[config.mk]
export PLATFORM = sky130hd
export DESIGN_NAME = reg16_ce_clr
export DESIGN_NICKNAME = d
export VERILOG_FILES = /design/src/rtl/reg16_ce_clr.sv
export SDC_FILE = /design/constraint.sdc
export NUM_CORES = 1
export LEC_CHECK = 0
export CAP_MARGIN = 10
export CORE_MARGIN = 2
export CORE_UTILIZATION = 29
export DETAILED_ROUTE_END_ITERATION = 12
export PLACE_DENSITY = 0.63
export SYNTH_ARGS = -nofsm -noshare
export SYNTH_HDL_FRONTEND = slang
export SYNTH_SLANG_ARGS = --single-unit
[constraint.sdc]
create_clock -name clock -period 1.6 [get_ports clock]
set_input_delay 0.32 -clock clock [delete_from_list [all_inputs] [get_ports clock]]
set_output_delay 0.32 -clock clock [all_outputs]
set_load 0.02 [all_outputs]
[src/rtl/reg16_ce_clr.sv]
// Clock-enabled data register with synchronous clear that takes priority over load.
// Define REG16_PARITY_EN to add a registered even-parity output bit alongside q.
module reg16_ce_clr #(
    parameter int               WIDTH       = 16,
    parameter logic [WIDTH-1:0] CLEAR_VALUE = '0
) (
    input  logic [WIDTH-1:0] d,
    input  logic             clock,
    input  logic             clock_enable,
    input  logic             clear,
`ifdef REG16_PARITY_EN
    output logic [WIDTH-1:0] q,
    output logic             parity
`else
    output logic [WIDTH-1:0] q
`endif
);

    always_ff @(posedge clock) begin
        if (clear) begin
            q <= CLEAR_VALUE;
        end else if (clock_enable) begin
            q <= d;
        end
    end

`ifdef REG16_PARITY_EN
    // Parity is computed from the value being loaded, so it lands on the same edge as q.
    always_ff @(posedge clock) begin
        if (clear) begin
            parity <= ^CLEAR_VALUE;
        end else if (clock_enable) begin
            parity <= ^d;
        end
    end
`endif

endmodule

**Word level (Yosys, flattened, before mapping)**

Index checks and enable logic that the tools add are counted.

- Register bits after elaboration: 16
- Input port bits: 19
- Output and inout port bits: 16
- Word-level logic and storage cells: 1

**Logic depth before layout (Yosys ltp)**

- Word-level depth: 0
- Gate-level depth with buffers: 4
- Depth with buffers taken out: 2

**Worst setup path after synthesis**

OpenSTA, ideal clock, no wires.

- Path kind: in2reg
- Start point: input port clock_enable
- End point: register q[10]
- Library setup time: 117 ps
- Arrival: 785 ps
- Required time: 1483 ps
- Path slack: 698 ps
- Cell stages on the path: 4
- Buffers on the path: 2
- Cells stage by stage: buf_6 -> buf_12 -> mux2i_1 -> nor2_1

RTL lines:

| item | RTL line | text |
|---|---|---|
| from (decl) | 9 | `input logic clock_enable,` |
| to (signal assigned) | 21 | `q <= CLEAR_VALUE;` |
| to (signal assigned) | 23 | `q <= d;` |
| to (decl) | 15 | `output logic [WIDTH-1:0] q` |

**Final worst setup path**

- Start point: register q[9]
- End point: output port q[9]

No word-level cell between the ends.

==> impl_metrics.tcl <==
set metrics [dict create \
    pin_count 35 \
    yosysWarnings 0 \
    max_stage_delay_ns 0.60 \
    cts_tree "done" \
    drtIter0Drc 4 \
    htreeDepth 1 \
    clk_latency_ns 0.27 \
    period_needed_ns 1.548 \
    nets 109 \
    timing.hold.ws_ns 0.4943 \
    grt.overflow.total 0 \
    largest_register_ffs 16 \
    status "finished clean" \
    setup.worst_path.end_class "primary output" \
    port_buffers 34 \
    die_x_um 48.74 \
    synth.distinct_cells 7 \
    drv_cap 0 \
    reg.largest.list "q: 16 flops" \
    drt-total-wl_um 1222 \
    regMostFlops "q" \
    grt_pass1_vias 487 \
    ant_nets 0 \
    synth_seq_cells 16 \
    setup_viol 0 \
    hpwl_um 956.5 \
    fmax_mhz 645.8 \
    crit_buf_inv 1 \
    post-route-util_pct 50.91 \
    path_delay_family "buffers and inverters" \
    area_delta_synth_final_pct 68.53 \
    post_synth.cell_area_avg_um2 11.16 \
    final_cells 116 \
    placed_cell_area_um2 937.1 \
    drt-pass1-iter-count 2 \
    antenna_found_initial 0 \
    rsz0062_at_grt "false" \
    die_y_um 48.74 \
    grt_max_degree 17 \
    fillerInstances 202 \
    syn_inst 52 \
    drive_gt1_share_pct 7.865 \
    gp_congestion 0.6312 \
    diodes 0 \
    cts_made_buffers 3 \
    route.detailed.drc 0 \
    dp_cells 112 \
    clock_path_buffers 2 \
    die_area_um2 2376 \
    cp_slowest_cell "clkdlybuf4s50_1" \
    yosysTopAreaCell "dfxtp_1" \
    finalHoldViolCount 0 \
    crit_chain "clkdlybuf4s50_1" \
    critical_path_class "reg2out" \
    postCtsSetupRepairBufs 0 \
    cts_hold_buf 0 \
    syn_area_um2 580.6 \
    netlist.area_leader.share_pct 55.17 \
    start_kind "flop" \
    p_per_area_nw_per_um2 880.8 \
    synth_area_leaders "dfxtp_1 55%, mux2i_1 28%, nor2_1 10%" \
    drv_slew 0 \
    yosysSeqAreaShare_pct 55.17 \
    via_count 473 \
    ir_worst_vdd_mv 0.4099 \
    tns_ns 0 \
    grt_pass1_wl_um 2097 \
    clkSinkCount 16 \
    arrival_ns 1.23 \
    fin_skew_ns 0 \
    rows 16 \
    leakagePower_nw 0.4497 \
    syn-num-nets 71 \
    core-area_um2 1922 \
    root_buffer "clkbuf_4" \
    initial_core_util_pct 30.21 \
    critPathMaxFanout 2 \
    wl_per_cell_um 10.53 \
    fin_crit_sh_pct 96.78 \
    finalInstanceArea_um2 978.4 \
    clk_pin_slew_ns 0.09 \
    track_usage_pct 11.55 \
    hold_path_class "reg2reg" \
    critPathRequiredTime_ns 1.28 \
    worstMarginPinSlew_ns 0.2300 \
    max_slew_margin_pct 84.62 \
    viasPerCell 4.078 \
]
[repair_timing]
action,in CTS,in global routing
resized for setup,0,2
endpoints found under the setup margin,0,2
hold endpoints to repair,0,0
[synth_stat cells]
cell type / number
nor2_1: 16
buf_6: 1
buf_1: 1
dfxtp_1: 16
mux2i_1: 16
buf_2: 1
buf_12: 1
[cell usage in the layout, fill, tap and decap left out, drive strengths merged]
cell type      Yosys  final
dfxtp             16     16
mux2i             16     16
buf                4      3
nor2              16     16
dlymetal6s2s       0      2
clkbuf             0      4
clkdlybuf4s50      0     32
[layout make-up]
type	count	area [µm²]	area share (%)
tap	27	33.78	3.453
clock buffer	4	36.28	3.708
sequential	16	320.3	32.74
timing repair buffer	37	367.9	37.60
multi-input combinational	32	220.2	22.51
[layer usage]
| layer | up-vias | routed length, µm | track usage (%) |
|---|---|---|---|
| met1 | 209 | 546 | 13.49 |
| met4 | 0 | 13 | 8.571 |
| li1 | 244 | - | - |
| met2 | 18 | 592 | 18.49 |
| met3 | 2 | 69 | 2.469 |
| met5 | - | 0 | 0 |
[cell families after synthesis]
| kind of cell | share of synthesized area (%) |
|---|---|
| mux | 27.59 |
| flops | 55.17 |
| simple gates | 10.35 |
| buf+inv | 6.895 |
[power breakdown]
| group | switching [mW] | total, mW | internal (mW) |
|---|---|---|---|
| Sequential | 0.0110 | 0.433 | 0.422 |
| Clock | 0.115 | 0.253 | 0.138 |
| Combinational | 0.0725 | 0.176 | 0.103 |
| Total | 0.198 | 0.862 | 0.663 |
[per-stage QoR]
stage                     worst slack, ns  power (mW)
after floorplan                    0.6976      0.5259
after global placement             0.2291      0.6190
after detailed placement           0.1976      0.6209
after CTS                         0.03244      0.8800
after global routing            0.0003564      0.9050
final                             0.05152      0.8618
[final timing paths]
| kind | depth (start not counted) | start | to | slack [ns] |
|---|---|---|---|---|
| hold / removal | 2 | q[11] | q[11] | 0.49 |
| setup / recovery | 1 | q[9] | q[9] | 0.05 |
| hold reg to reg | 2 | q[11] | q[11] | 0.49 |
| setup reg to reg | 2 | q[12] | q[12] | 0.98 |
(Power assumes the default switching activity.)
==> variant 1 (config.mk and constraints unchanged) <==
Add a define of `REG16_PARITY_EN`.
--- a/src/rtl/reg16_ce_clr.sv
+++ b/src/rtl/reg16_ce_clr.sv
@@ -1,4 +1,6 @@
 // Clock-enabled data register with synchronous clear that takes priority over load.
 // Define REG16_PARITY_EN to add a registered even-parity output bit alongside q.
+`define REG16_PARITY_EN
+
 module reg16_ce_clr #(
     parameter int               WIDTH       = 16,
Check against the original RTL (old outputs only; new: parity): equivalent (equiv_simple and equiv_induct, registers matched by name and starting in step).
==> variant 1 against the original RTL <==
- final area is 20% higher
- sequential cell count is 1 higher
- global-route usage is 0.95 points lower
- non-clock buffer count rose by 1
- wire length grew 18%
- area after synthesis is 25% higher
- largest cell class unchanged
- total power up 13%
- critical endpoint is now q[7]
- maximum frequency is 0.25% higher
- setup slack improved by 0.0038 ns
==> variant 1: results (changes against the original RTL) <==
Final layout
  • Layout cells sized above 1: 6.48% (-1.4 points)
  • Nets: 128 (+17%)
  • Fillcell total: 254 (+26%)
  • Top Registers: q (16), parity (1)

Power
  • Ratio of total power to cell area: 832 nW/µm² (-5.6%)
  • Switching share of power: 26.5% (+3.5 points)
  • Leakage: 0.576 nW (+28%)
  • Sequential power: 466 µW (+7.6%)
  • Worst VDD drop: 0.621 mV (+51%)
  • Comb pwr share: 30.5% (+10 points)

Critical path
  • Worst Path Arrival: 1.22 ns
  • RR Startpoint: parity$_SDFFE_PP0P_
  • Reg2Reg Setup Slack: 0.96 ns (-0.02 ns)
  • Worst R2R Path Depth: 2 (unchanged)
  • Max incr delay on CP: 0.61 ns
  • Worst Setup EP: q[7]
  • Worst setup path start: q[7]$_SDFFE_PP0P_

Placed design
  • GP Congestion: 0.619 (-1.9%)
  • DP Worst Slack: -0.111 ns (-0.308 ns)
  • Port bufs: 35 (+2.9%)
  • DP HPWL: 1.11 mm (+16%)

Drt
  • Detailed router's first-iteration violation count: 4 (unchanged)
  • Via count: 582 (+23%)
  • Drt wl/cell: 10.4 µm (-0.88%)
  • Number of vias per cell: 4.22 (+3.4%)

Yosys
  • Post-synthesis mux area share: 22.1% (-5.5 points)
  • XOR/XNOR Fraction of Synth Area: 18.1% (+18 points)
  • Compound-cell area share of the yosys netlist: 1.72% (+1.7 points)
  • Yosys cell types: 8 (+1)
  • Sequential share of the synthesized area: 46.9% (-8.3 points)
  • Top cells by area, synth: dfxtp_1, mux2i_1, xnor2_1
  • Post-synthesis cell count: 70 (+35%)
  • Synth cell count leaders: dfxtp_1, nor2_1, mux2i_1
  • Syn Nets: 89 (+25%)

Timing
  • Hold_ws: 0.492 ns (-0.00245 ns)
  • Slew margin rel.: 83.6% (-0.99 points)
  • Period minus WS final: 1.54 ns (-0.00385 ns)

Run status
  • Status: finished clean

GRT
  • First-pass GRT wire length: 2.08 mm (-0.67%)
  • Largest net degree at the start of global routing: 19 (+2)
  • Vias in the first global route: 472 (-3.1%)
  • GRT Util Overall: 10.6% (-0.95 points)

Hold path
  • Worst hold start: q[14]$_SDFFE_PP0P_
  • Hold Crit Endpoint: q[14]$_SDFFE_PP0P_
  • Worst hold path cell count: 2 (unchanged)

Clock network
  • Root Buffer: clkbuf_4
variant 1: changes by cell type after synthesis, sizes merged:
cell    change
dfxtp       +1
a211oi      +1
clkbuf      +2
xor2        +2
xnor2      +13
nor2        +1
buf         -2
variant 1: layer usage:
metal	routed length, µm	part of all wire (%)	up-vias	track usage [%]
met2	712	49	17	17.7
met5	0	0	-	0
met1	605	42	258	11.7
met4	31	2.2	0	5.00
met3	92	6.4	2	4.17
li1	-	-	305	-
variant 1: cell type report:
cell class,instances,area [µm²],area share [%]
multi-input combinational,49,368,31.3
clock buffer,4,26.3,2.24
sequential,17,340,29.0
timing repair buffer,38,403,34.3
tap,30,37.5,3.19
variant 1: timing repair:
item | 4_1_cts | 5_1_grt
gates resized for setup | 0 | 7
setup endpoints to repair | 0 | 7
setup buffers | 0 | 0
variant 1: stage by stage:
stage	instance area, µm²	setup TNS [ns]
final	1170	0
after global routing	1170	0
after CTS	1160	0
after detailed placement	1130	-0.111
after global placement	1130	-0.112
after floorplan	726	0
==> variant 2 (config.mk and constraints unchanged) <==
Without the edit above. Set the parameter `WIDTH` to 32 (it was 16).
--- a/src/rtl/reg16_ce_clr.sv
+++ b/src/rtl/reg16_ce_clr.sv
@@ -2,5 +2,5 @@
 // Define REG16_PARITY_EN to add a registered even-parity output bit alongside q.
 module reg16_ce_clr #(
-    parameter int               WIDTH       = 16,
+    parameter int               WIDTH       = 32,
     parameter logic [WIDTH-1:0] CLEAR_VALUE = '0
 ) (
Interface: changed (resized d and q); port bits go from 35 to 67. The function was not compared with the original's and may differ.
==> variant 2 against the original RTL <==
- setup slack worse by 0.0096 ns
- critical path depth did not move
- sequential cell count rose by 16
- utilization is 2.0 points lower
- final area increased by 97%
- synthesized cell count increased by 98%
- count of clock-buffer cells in the layout is 4 higher
- area after synthesis increased by 100%
- total power increased by 110%
- wire length up 130%
- register-to-register slack about the same
- critical path type unchanged
- largest cell class unchanged
- largest power group unchanged
- highest routed layer unchanged
==> variant 2: results (changes against the original RTL) <==
Power
  • Worst VDD drop: 0.448 mV (+9.4%)
  • Leakage: 0.839 nW (+86%)
  • Switching share of power: 23.8% (+0.77 points)
  • Seq pwr share: 47.4% (-2.8 points)
  • Max power group: registers
  • Clk pwr share: 33.6% (+4.2 points)
  • Combinational Power: 348 µW (+98%)

Run status
  • Status: finished clean

Placed design
  • Cell total after placement: 215 (+92%)
  • DP HPWL: 2.08 mm (+120%)
  • Port bufs: 66 (+94%)
  • GP Congestion: 0.657 (+4.2%)
  • Placed Area: 1830 µm² (+96%)

Timing
  • Clk_skew: 0 ns (unchanged)
  • Setup_tns: 0 ns (unchanged)
  • Slew margin rel.: 79.0% (-5.6 points)

GRT
  • Antenna violations before repair: 0 (unchanged)
  • Largest net degree at the start of global routing: 33 (+16)
  • GRT Util Overall: 13.1% (+1.6 points)
  • Vias in the first global route: 974 (+100%)
  • First-pass GRT wire length: 4.44 mm (+110%)

Clock network
  • Clk slew on worst S/H paths: 0.06 ns (-0.03 ns)
  • Root Buffer: clkbuf_8
  • H-tree depth: 2 (+1)
  • Num CTS Buffers: 5 (+2)

Final layout
  • Top Registers: q (32)
  • ANT cells: 0 (unchanged)
  • Nets: 207 (+90%)
  • Fillcell total: 363 (+80%)
  • Layout cells sized above 1: 5.78% (-2.1 points)

Critical path
  • Slowest stage cell, crit path: clkdlybuf4s50_1
  • Worst R2R Path Depth: 2 (unchanged)
  • CP delay by family, top: buffers and inverters
  • Max incr delay on CP: 0.63 ns (+0.03 ns)

Drt
  • Number of vias per cell: 4.27 (+4.7%)
  • Detailed router's first-iteration violation count: 34 (+30)
  • Via count: 952 (+100%)
  • First-pass detailed-route iteration total: 4 (+2)
  • Drt total wl: 2.79 mm (+130%)

Yosys
  • Top cells by area, synth: dfxtp_1, mux2i_1, nor2_1
  • Async set-reset flop share out of synthesis: 0% (unchanged)
  • Syn Nets: 138 (+94%)
  • Synth cell count leaders: dfxtp_1, mux2i_1, nor2_1
  • Yosys cell types: 6 (-1)
  • Post-synthesis cell count: 103 (+98%)
  • Sequential share of the synthesized area: 55.1% (-0.12 points)

Hold path
  • Worst hold path cell count: 2 (unchanged)
variant 2: path summary, 6_finish.rpt:
check                                           to  slack [ns]                from
worst max-delay path                          q[0]        0.04   q[0]$_SDFFE_PP0P_
worst min-delay path            q[29]$_SDFFE_PP0P_        0.50  q[29]$_SDFFE_PP0P_
worst max register to register  q[28]$_SDFFE_PP0P_        0.98  q[28]$_SDFFE_PP0P_
worst min register to register  q[29]$_SDFFE_PP0P_        0.50  q[29]$_SDFFE_PP0P_
variant 2: cell families after synthesis:
group	count (synthesis)	synth area share [%]
and+or+nand+nor	32	10.3
muxes	32	27.5
buffers and inverters	7	7.10
DFF	32	55.1
variant 2: final cells by class:
cell class	count	area, µm²	share of cell area, %
multi-input combinational	64	440	22.9
timing repair buffer	69	693	36.0
tap	50	62.6	3.25
sequential	32	641	33.2
clock buffer	8	90.1	4.68
variant 2: what timing repair did:
action / in CTS / in global routing
endpoints found under the hold margin: 0 / 0
gates resized for setup: 0 / 1
setup endpoints to repair: 0 / 1
variant 2: tightest hold or removal path, cell delays in order (launching register included):
cell and delay, ns:
dfxtp_1 0.33, mux2i_1 0.06, nor2_1 0.07
variant 2: through the flow:
step	worst slack [ns]	hold slack, ns	utilization (%)
2_1_floorplan	0.687	0.392	-
3_3_place_gp	0.354	0.473	46.5
3_5_place_dp	0.331	0.484	46.5
4_1_cts	0.0229	0.501	48.8
5_1_grt	0.00286	0.515	48.9
6_report	0.0419	0.495	48.9
variant 2: metal layers:
metal	up-vias	track usage [%]	wire length, µm
met2	41	22.5	1410
met4	0	6.12	19
met1	437	14.7	1130
met3	2	4.33	231
met5	-	0	0
li1	472	-	-
